$ cat config.mk
export PLATFORM = sky130hd
export DESIGN_NAME = snitch_clint_ctrl
export DESIGN_NICKNAME = d
export VERILOG_FILES = /design/src/rtl/snitch_clint_ctrl.sv
export SDC_FILE = /design/constraint.sdc
export NUM_CORES = 2
export LEC_CHECK = 0
export CAP_MARGIN = 10
export CORE_ASPECT_RATIO = 1.4
export CORE_MARGIN = 2
export CORE_UTILIZATION = 45
export CTS_CLUSTER_DIAMETER = 100
export DETAILED_ROUTE_END_ITERATION = 16
export GPL_TIMING_DRIVEN = 0
export PLACE_DENSITY = 0.7
export SYNTH_ARGS = -nofsm -noshare
export SYNTH_HDL_FRONTEND = slang
export SYNTH_SLANG_ARGS = --single-unit
$ cat constraint.sdc
create_clock -name clk_i -period 3.2 [get_ports clk_i]
set_input_delay 0.48 -clock clk_i [delete_from_list [all_inputs] [get_ports clk_i]]
set_output_delay 0.48 -clock clk_i [all_outputs]
set_load 0.02 [all_outputs]
$ cat src/rtl/snitch_clint_ctrl.sv
// Core-local interruptor: mtime counter on a synchronised RTC tick, per-core
// mtimecmp/msip registers, and a single-outstanding request/response register port.
module snitch_clint_ctrl #(
  parameter int unsigned NrCores   = 8,
  parameter int unsigned AddrWidth = 16
) (
  input  logic                 clk_i,
  input  logic                 rst_ni,
  input  logic                 rtc_i,
  input  logic                 req_valid_i,
  output logic                 req_ready_o,
  input  logic [AddrWidth-1:0] req_addr_i,
  input  logic                 req_write_i,
  input  logic [31:0]          req_wdata_i,
  input  logic [3:0]           req_wstrb_i,
  output logic                 rsp_valid_o,
  input  logic                 rsp_ready_i,
  output logic [31:0]          rsp_rdata_o,
  output logic                 rsp_error_o,
  output logic [NrCores-1:0]   msip_o,
  output logic [NrCores-1:0]   mtip_o
);

  localparam logic [15:0] MtimeLoAddr = 16'hBFF8;

  typedef enum logic [1:0] {
    RegNone,
    RegMsip,
    RegCmp,
    RegMtime
  } reg_sel_e;

  // Handshake: a request is accepted on a clock edge where req_valid_i and
  // req_ready_o are both high; its response is valid from the next cycle and
  // stays valid with stable payload until an edge where rsp_ready_i is high.
  // req_ready_o is high whenever the response slot is empty or being drained.

  logic [NrCores-1:0] msip_q, msip_d;
  logic [NrCores-1:0] mtip_q, mtip_d;
  logic [63:0]        mtimecmp_q [NrCores];
  logic [63:0]        mtimecmp_d [NrCores];
  logic [63:0]        mtime_q, mtime_d;
  logic [2:0]         rtc_sync_q, rtc_sync_d;
  logic               rsp_valid_q, rsp_valid_d;
  logic [31:0]        rsp_rdata_q, rsp_rdata_d;
  logic               rsp_error_q, rsp_error_d;

  logic [15:0] addr_lo;
  logic        addr_hi_zero;
  logic [11:0] msip_idx;
  logic [10:0] cmp_idx;
  logic        word_hi;
  reg_sel_e    sel;
  logic        hit;
  logic [31:0] rdata;
  logic        req_fire;
  logic        wr_fire;
  logic        rtc_tick;

  function automatic logic [31:0] apply_strb(input logic [31:0] old_val,
                                             input logic [31:0] wdata,
                                             input logic [3:0]  strb);
    logic [31:0] res;
    res = old_val;
    for (int b = 0; b < 4; b++) begin
      if (strb[b]) res[8*b +: 8] = wdata[8*b +: 8];
    end
    return res;
  endfunction

  assign addr_lo      = req_addr_i[15:0];
  assign addr_hi_zero = ((req_addr_i >> 16) == '0);

  // Address decode; anything that does not select a register is an error.
  always_comb begin
    sel      = RegNone;
    msip_idx = addr_lo[13:2];
    cmp_idx  = addr_lo[13:3];
    word_hi  = addr_lo[2];
    if (addr_hi_zero && (addr_lo[1:0] == 2'b00)) begin
      if (addr_lo[15:14] == 2'b00) begin
        if (32'(msip_idx) < NrCores) sel = RegMsip;
      end else if (addr_lo[15:14] == 2'b01) begin
        if (32'(cmp_idx) < NrCores) sel = RegCmp;
      end else if (addr_lo[15:3] == MtimeLoAddr[15:3]) begin
        sel = RegMtime;
      end
    end
  end

  assign hit = (sel != RegNone);

  always_comb begin
    rdata = '0;
    for (int unsigned i = 0; i < NrCores; i++) begin
      if ((sel == RegMsip) && (32'(msip_idx) == i)) rdata = {31'b0, msip_q[i]};
      if ((sel == RegCmp) && (32'(cmp_idx) == i)) begin
        rdata = word_hi ? mtimecmp_q[i][63:32] : mtimecmp_q[i][31:0];
      end
    end
    if (sel == RegMtime) rdata = word_hi ? mtime_q[63:32] : mtime_q[31:0];
  end

  assign req_ready_o = !rsp_valid_q | rsp_ready_i;
  assign req_fire    = req_valid_i & req_ready_o;
  assign wr_fire     = req_fire & req_write_i & hit;

  // s0 = [0], s1 = [1], s2 = [2]; a tick is a rising edge seen at s1.
  always_comb begin
    rtc_sync_d = {rtc_sync_q[1:0], rtc_i};
  end
  assign rtc_tick = rtc_sync_q[1] & ~rtc_sync_q[2];

  always_comb begin
    msip_d     = msip_q;
    mtimecmp_d = mtimecmp_q;
    for (int unsigned i = 0; i < NrCores; i++) begin
      if (wr_fire && (sel == RegMsip) && (32'(msip_idx) == i) && req_wstrb_i[0]) begin
        msip_d[i] = req_wdata_i[0];
      end
      if (wr_fire && (sel == RegCmp) && (32'(cmp_idx) == i)) begin
        if (word_hi) begin
          mtimecmp_d[i][63:32] = apply_strb(mtimecmp_q[i][63:32], req_wdata_i, req_wstrb_i);
        end else begin
          mtimecmp_d[i][31:0] = apply_strb(mtimecmp_q[i][31:0], req_wdata_i, req_wstrb_i);
        end
      end
    end
  end

  // A software write to mtime wins over a coincident tick; unwritten bytes keep
  // the pre-tick value.
  always_comb begin
    mtime_d = mtime_q + 64'(rtc_tick);
    if (wr_fire && (sel == RegMtime)) begin
      mtime_d = mtime_q;
      if (word_hi) begin
        mtime_d[63:32] = apply_strb(mtime_q[63:32], req_wdata_i, req_wstrb_i);
      end else begin
        mtime_d[31:0] = apply_strb(mtime_q[31:0], req_wdata_i, req_wstrb_i);
      end
    end
  end

  always_comb begin
    mtip_d = '0;
    for (int unsigned i = 0; i < NrCores; i++) begin
      mtip_d[i] = (mtime_q >= mtimecmp_q[i]);
    end
  end

  always_comb begin
    rsp_valid_d = rsp_valid_q;
    rsp_rdata_d = rsp_rdata_q;
    rsp_error_d = rsp_error_q;
    if (req_fire) begin
      rsp_valid_d = 1'b1;
      rsp_error_d = !hit;
      rsp_rdata_d = (hit && !req_write_i) ? rdata : 32'h0;
    end else if (rsp_ready_i) begin
      rsp_valid_d = 1'b0;
    end
  end

  always_ff @(posedge clk_i or negedge rst_ni) begin
    if (!rst_ni) begin
      msip_q      <= '0;
      mtip_q      <= '0;
      mtime_q     <= '0;
      rtc_sync_q  <= '0;
      rsp_valid_q <= 1'b0;
      rsp_rdata_q <= '0;
      rsp_error_q <= 1'b0;
      for (int unsigned i = 0; i < NrCores; i++) begin
        mtimecmp_q[i] <= '1;
      end
    end else begin
      msip_q      <= msip_d;
      mtip_q      <= mtip_d;
      mtime_q     <= mtime_d;
      rtc_sync_q  <= rtc_sync_d;
      rsp_valid_q <= rsp_valid_d;
      rsp_rdata_q <= rsp_rdata_d;
      rsp_error_q <= rsp_error_d;
      for (int unsigned i = 0; i < NrCores; i++) begin
        mtimecmp_q[i] <= mtimecmp_d[i];
      end
    end
  end

  assign rsp_valid_o = rsp_valid_q;
  assign rsp_rdata_o = rsp_rdata_q;
  assign rsp_error_o = rsp_error_q;
  assign msip_o      = msip_q;
  assign mtip_o      = mtip_q;

endmodule

# Word-level counts from Yosys, hierarchy flattened
# Cells that the tools add are included.
[classes] order_cmp=10 n_mux=42 n_shift=0 n_eq_ne=25 mul=0 reduce_logical=125 n_addsub=1 div_mod_pow=0 bitwise=7
[op_table] op="32-bit 2-to-1 mux" n=28
[op_table] op="64-bit greater-or-equal comparator" n=8
[op_table] op="3-bit AND reduction" n=64
[op_table] op="64-bit by 1-bit adder with 64-bit output" n=1
[op_table] op="64-bit 2-to-1 mux" n=1
[op_table] op="12-bit by 3-bit equality test with 1-bit output, second input constant" n=4
[op_table] op="11-bit by 3-bit equality test with 1-bit output, second input constant" n=4
[op_table] op="1-bit logical AND" n=44
[op_table] op="8-bit 2-to-1 mux" n=4
[op_table] op="12-bit by 2-bit equality test with 1-bit output, second input constant" n=2
[op_table] op="11-bit by 2-bit equality test with 1-bit output, second input constant" n=2
[op_table] op="2-bit AND reduction" n=8
[op_table] op="13-bit equality test, second input constant" n=1
[op_table] op="12-bit by 1-bit equality test with 1-bit output, second input constant" n=1
[op_table] op="12-bit zero test" n=1
[op_table] op="12-bit by 4-bit less-than comparator with 1-bit output, second input constant" n=1
[op_table] op="2-bit != test, second input constant" n=6
[op_table] op="11-bit by 1-bit equality test with 1-bit output, second input constant" n=1
[op_table] op="11-bit zero test" n=1
[op_table] op="11-bit by 4-bit less-than comparator with 1-bit output, second input constant" n=1
[op_table] op="2-bit 2-to-1 mux" n=5
[op_table] op="1-bit AND" n=4
[op_table] op="2-bit by 1-bit equality test with 1-bit output, second input constant" n=2
[op_table] op="2-bit equality test, second input constant" n=2
[op_table] op="other kinds (6)" n=14
[word_totals] latchBits=0 out_inout_bits=51 mem_bits_rw=0 ff_bits=629 n_memories=0 rom_bits=0

# Logic depth before layout (Yosys ltp)
[depth] word_depth=25 ltp_mapped=12 ltp_nobuf=10

# Worst setup path after synthesis
# OpenSTA, ideal clock, no wires.
[synth_timing] path_kind="input to register" startpoint="input port req_addr_i[9]" endpoint="register mtimecmp_q[256] (netlist bit)" cell_stages=8 t_arrival_ns=2.852 setup_time_ns=0.085 path_slack_ns=0.263 path_cell_list="or4_1 -> buf_2 -> or4_4 -> or2_4 -> or3_4 -> buf_12 -> nor2_8 -> mux2_1"
[synth_via] elab_chain_len=10
[synth_rtl] item="start: declaration" line="12" source="input logic [AddrWidth-1:0] req_addr_i,"
[synth_rtl] item="11-bit by 4-bit less-than comparator with 1-bit output or 13-bit equality test (tied branches)" line="84, 85"
[synth_rtl] item="2-bit 2-to-1 mux (on tied branches)" line="84, 85"
[synth_rtl] item="2-bit 2-to-1 mux" line="83" source="end else if (addr_lo[15:14] == 2'b01) begin"
[synth_rtl] item="2-bit 2-to-1 mux" line="81" source="if (addr_lo[15:14] == 2'b00) begin"
[synth_rtl] item="2-bit 2-to-1 mux" line="80" source="if (addr_hi_zero && (addr_lo[1:0] == 2'b00)) begin"
[synth_rtl] item="2-bit nonzero test" line="91" source="assign hit = (sel != RegNone);"
[synth_rtl] item="1-bit AND" line="106" source="assign wr_fire = req_fire & req_write_i & hit;"
[synth_rtl] item="1-bit logical AND" line="121" source="if (wr_fire && (sel == RegCmp) && (32'(cmp_idx) == i)) begin"
[synth_rtl] item="1-bit logical AND *" line="121"
[synth_rtl] item="3-bit AND reduction (no line) *"
[synth_rtl] item="end signal: indexed assignment" line="186" source="mtimecmp_q[i] <= mtimecmp_d[i];"
[synth_rtl] item="end: declaration" line="40" source="logic [63:0] mtimecmp_q [NrCores];"
# Every way passes the cells marked *; elsewhere a longest branch is shown, timed or not.
# A chain may end at the register's enable or synchronous reset.

# Final worst setup path
[layout_timing] startpoint="register mtime_q[61]" endpoint="register mtip_q[6], in the netlist mtip_o[6]"
[layout_via] elab_chain_len=1
[layout_rtl] item="start: declaration" line="42" source="logic [63:0] mtime_q, mtime_d;"
[layout_rtl] item="start signal: assignment" line="180" source="mtime_q <= mtime_d;"
[layout_rtl] item="64-bit greater-or-equal comparator" line="148" source="mtip_d[i] = (mtime_q >= mtimecmp_q[i]);"
[layout_rtl] item="via mtip_d[6]" line="39" source="logic [NrCores-1:0] mtip_q, mtip_d;"
[layout_rtl] item="end signal: assignment" line="179" source="mtip_q <= mtip_d;"
[layout_rtl] item="end: declaration" line="39"
# The timed path passes the listed nets, and every way through them passes these cells.

==> impl_metrics.csv <==
group,metric,value,unit
synth,synth_cells,4561,
placed_design,hpwl,150000,um
power_and_ir_drop,finalPower,18.4,mW
clock_network,clock_path_buffers,3,
flow_run,maxCapViolCount,0,
global_route,overflow,0,
die,io_pins,109,
clock_network,clkSinkCount,629,
routing,wl_per_cell,34.3,um
synth,synth.cell_area,43100,sq um
synth,synth_seq_cells,629,
synth,synthDistinctLibCells,80,
cells_and_area,nets,5371,
critical_path,startpoint,"mtime_q[61]",
sta,relSlewSlack,8.73,%
critical_path,slowest_stage,"nor2_1",
power_and_ir_drop,combPwrFrac,10.1,%
sta,tightestPinTransition,1.37,ns
power_and_ir_drop,switching_share,28.9,%
synth,synth_sequential_area_ratio,38.0,%
sta,fin_crit_sh,107,%
synth,mappedNetlistNets,5133,
placed_design,portBuffers,77,
synth,synth.top_cell.area_share,31.2,%
clock_network,cts_tree,"built",
critical_path,cp.arrival,4.05,ns
cells_and_area,drive_gt1_share,27.6,%
clock_network,cts.clk_slew.worst_paths,0.06,ns
synth,synthFlopType,"dfstp_2",
sta,rsz0062_at_grt,"yes",
clock_network,root_buffer,"clkbuf_16",
critical_path,path_class,"reg2reg",
sta,setup_tns,-1.25,ns
power_and_ir_drop,seqPwrFrac,44.8,%
placed_design,gp_congestion,1.07,
routing,ant_nets,0,
synth,syn_area_per_cell,9.45,sq um
critical_path,cp_common_cell,"nand2_1",
clock_network,htreeDepth,3,
power_and_ir_drop,p_int,13.1,mW
global_route,antenna_found_initial,17,
placed_design,place_area,46100,sq um
routing,drcViolationCount,0,
routing,via_per_inst,6.60,
cells_and_area,fillers,8727,
cells_and_area,syn2layout_area_growth,16.0,%
worst_hold_path,hold_depth,1,
clock_network,clock_latency,0.72,ns
critical_path,slowest_delay,0.88,ns
global_route,globalRouteTotalUtil,42.4,%
critical_path,critPathLaunchType,"flop",
power_and_ir_drop,vdd_drop_max,0.000340,V
power_and_ir_drop,p_sw,5.30,mW
synth,synth_edf_count,0,
sta,setup_violations,18,
cells_and_area,final_cell_area,50000,sq um
cells_and_area,multi_input_area,24600,sq um
cells_and_area,layout.cells.non_filler,6089,
global_route,grt_first_pass_wirelength,290000,um
die,coreArea,95200,sq um
critical_path,cp-end-kind,"flop",
power_and_ir_drop,p_per_area,367,nW/um^2
sta,setup_ws,-0.236,ns
sta,whs,0.209,ns
clock_network,cts_inserted_buffers,70,
die,initial_core_util,45.3,%
critical_path,crit_required,3.81,ns
routing,wl,209000,um
sta,maxSlewViolCount,0,
synth,synth_top_cell_by_area,"dfstp_2",
die,dieArea,98300,sq um
die,die_h,370,um
global_route,grt_pass1_vias,39158,
worst_hold_path,min_from,"rtc_i",
synth,async_flop_share,100,%
critical_path,path_cells,"ha_1 > nand4_1 > nor2_1 > nand2_1 > nor3_1 > nand2_1 > o311ai_0 > a31o_2",
critical_path,reg2reg_depth,8,
cells_and_area,seq_area,16500,sq um
critical_path,worstReg2RegStart,"mtime_q[61]",
synth,ys.warnings.count,0,
routing,vias,40187,
synth,synth_common_cells,"529 x inv_1, 514 x ha_1, 512 x dfstp_2",
worst_hold_path,hold_path.class,"in2reg",
power_and_ir_drop,clockPowerShare,45.1,%
status,status,"complete, but fails checks",
sta,hold_violations,0,
synth,yosysMostFrequentCell,"inv_1",
global_route,grt_max_degree,117,
status,failed_checks,"negative setup slack",
die,die_x,266,um
placed_design,placedCellCount,5898,
die,rows,134,
routing,drtIter0Drc,4752,
synth,synthTopCellsByArea,"dfstp_2 31%, ha_1 15%, dfrtp_1 6.8%",
sta,min_period,3.44,ns
routing,dr.pass1.iters,6,
critical_path,path_max_fanout,13,
power_and_ir_drop,p_leak,23.3,nW
sta,fin_skew,0.0328,ns
sta,clock.fmax,291,MHz
## flip-flops by register name, indices dropped and copies added, names as in the netlist
| name | count |
|---|---|
| rtc_sync_q | 3 |
| rsp_rdata_o | 32 |
| rsp_error_o | 1 |
| msip_o | 8 |
| mtime_q | 64 |
| mtimecmp_q | 512 |
| mtip_o | 8 |
| rsp_valid_o | 1 |
## cell type report
class / count / share of cell area, %
antenna: 10 / 0.0500
buffer: 211 / 2.37
clock buffer: 100 / 4.03
clock inverter: 28 / 0.390
inverter: 530 / 3.98
multi-input combinational: 3184 / 49.2
sequential: 629 / 32.9
tap: 1224 / 3.06
timing repair buffer: 173 / 3.99
## kinds of logic (layout without fill, tap and decap cells)
| group | after synthesis | count (layout) | share of synthesized area [%] |
|---|---|---|---|
| flip-flops | 629 | 629 | 38.0 |
| adder cells (fa/ha/maj) | 514 | 514 | 14.9 |
| buffers and inverters | 748 | 1042 | 6.86 |
| multiplexers | 467 | 467 | 11.6 |
| AO/OA/AOI/OAI | 1118 | 1118 | 15.9 |
| other | 0 | 10 | 0 |
| AND/OR/NAND/NOR | 1085 | 1085 | 12.7 |
## per-stage QoR
step	setup WS [ns]	util [%]
6_report	-0.236	52.5
5_1_grt	-0.120	52.5
4_1_cts	0.000999	52.0
3_5_place_dp	-2.62	48.4
3_3_place_gp	-26.99	47.7
2_1_floorplan	0.263	-
## placed cells by master (no fill, tap or decap), types with 51 or more instances in the layout
cell / synthesis / final
dfstp_2: 512 / 512
nor3_1: 64 / 56
clkdlybuf4s50_1: 0 / 73
nand4_1: 117 / 117
nor2_1: 171 / 166
buf_4: 0 / 65
dfrtp_1: 117 / 63
inv_1: 529 / 528
nand3_1: 63 / 61
a21o_1: 65 / 65
mux2_2: 243 / 243
o22ai_1: 57 / 51
o21ai_0: 509 / 490
clkbuf_1: 103 / 61
a21oi_1: 155 / 151
nand2_1: 456 / 454
a211oi_1: 82 / 73
mux2i_1: 209 / 209
clkbuf_16: 0 / 71
buf_2: 53 / 51
ha_1: 514 / 513
## repair_timing
action,4_1_cts,5_1_grt
pin swaps,30,34
buffers inserted,43,15
resized for setup,258,120
endpoints found under the setup margin,597,492
hold buffers,1,0
endpoints found under the hold margin,8,0
## power by group through the flow
stage,sequential [mW],combinational (mW),clock (mW)
6_report,8.23,1.85,8.28
5_1_grt,8.22,1.91,8.57
4_1_cts,8.23,1.62,8.21
3_5_place_dp,8.34,1.52,0
3_3_place_gp,8.31,1.44,0
2_1_floorplan,8.23,0.662,0
## worst max-delay path, delay by kind of cell (launching register included)
kind,cells,cell delay (ns)
and+or+nand+nor,5,1.87
adders and majority gates,1,0.41
AOI/OAI and AO/OA,2,0.41
DFF,1,0.62
## final timing paths
path                              endpoint  slack, ns
setup / recovery                 mtip_o[6]      -0.24
hold / removal               rtc_sync_q[0]       0.21
setup reg to reg                 mtip_o[6]      -0.24
hold reg to reg              rtc_sync_q[1]       0.35
max in group asynchronous  mtimecmp_q[345]       1.26
min in group asynchronous    rtc_sync_q[2]       0.31
## per-layer routing
layer / wire length (um) / vias to the layer above / GRT usage [%]
li1: - / 16791 / -
met1: 71000 / 19740 / 47.1
met2: 88500 / 2679 / 63.5
met3: 23500 / 975 / 14.1
met4: 25900 / 2 / 40.6
met5: 9 / - / 0
(Power assumes the default switching activity.)
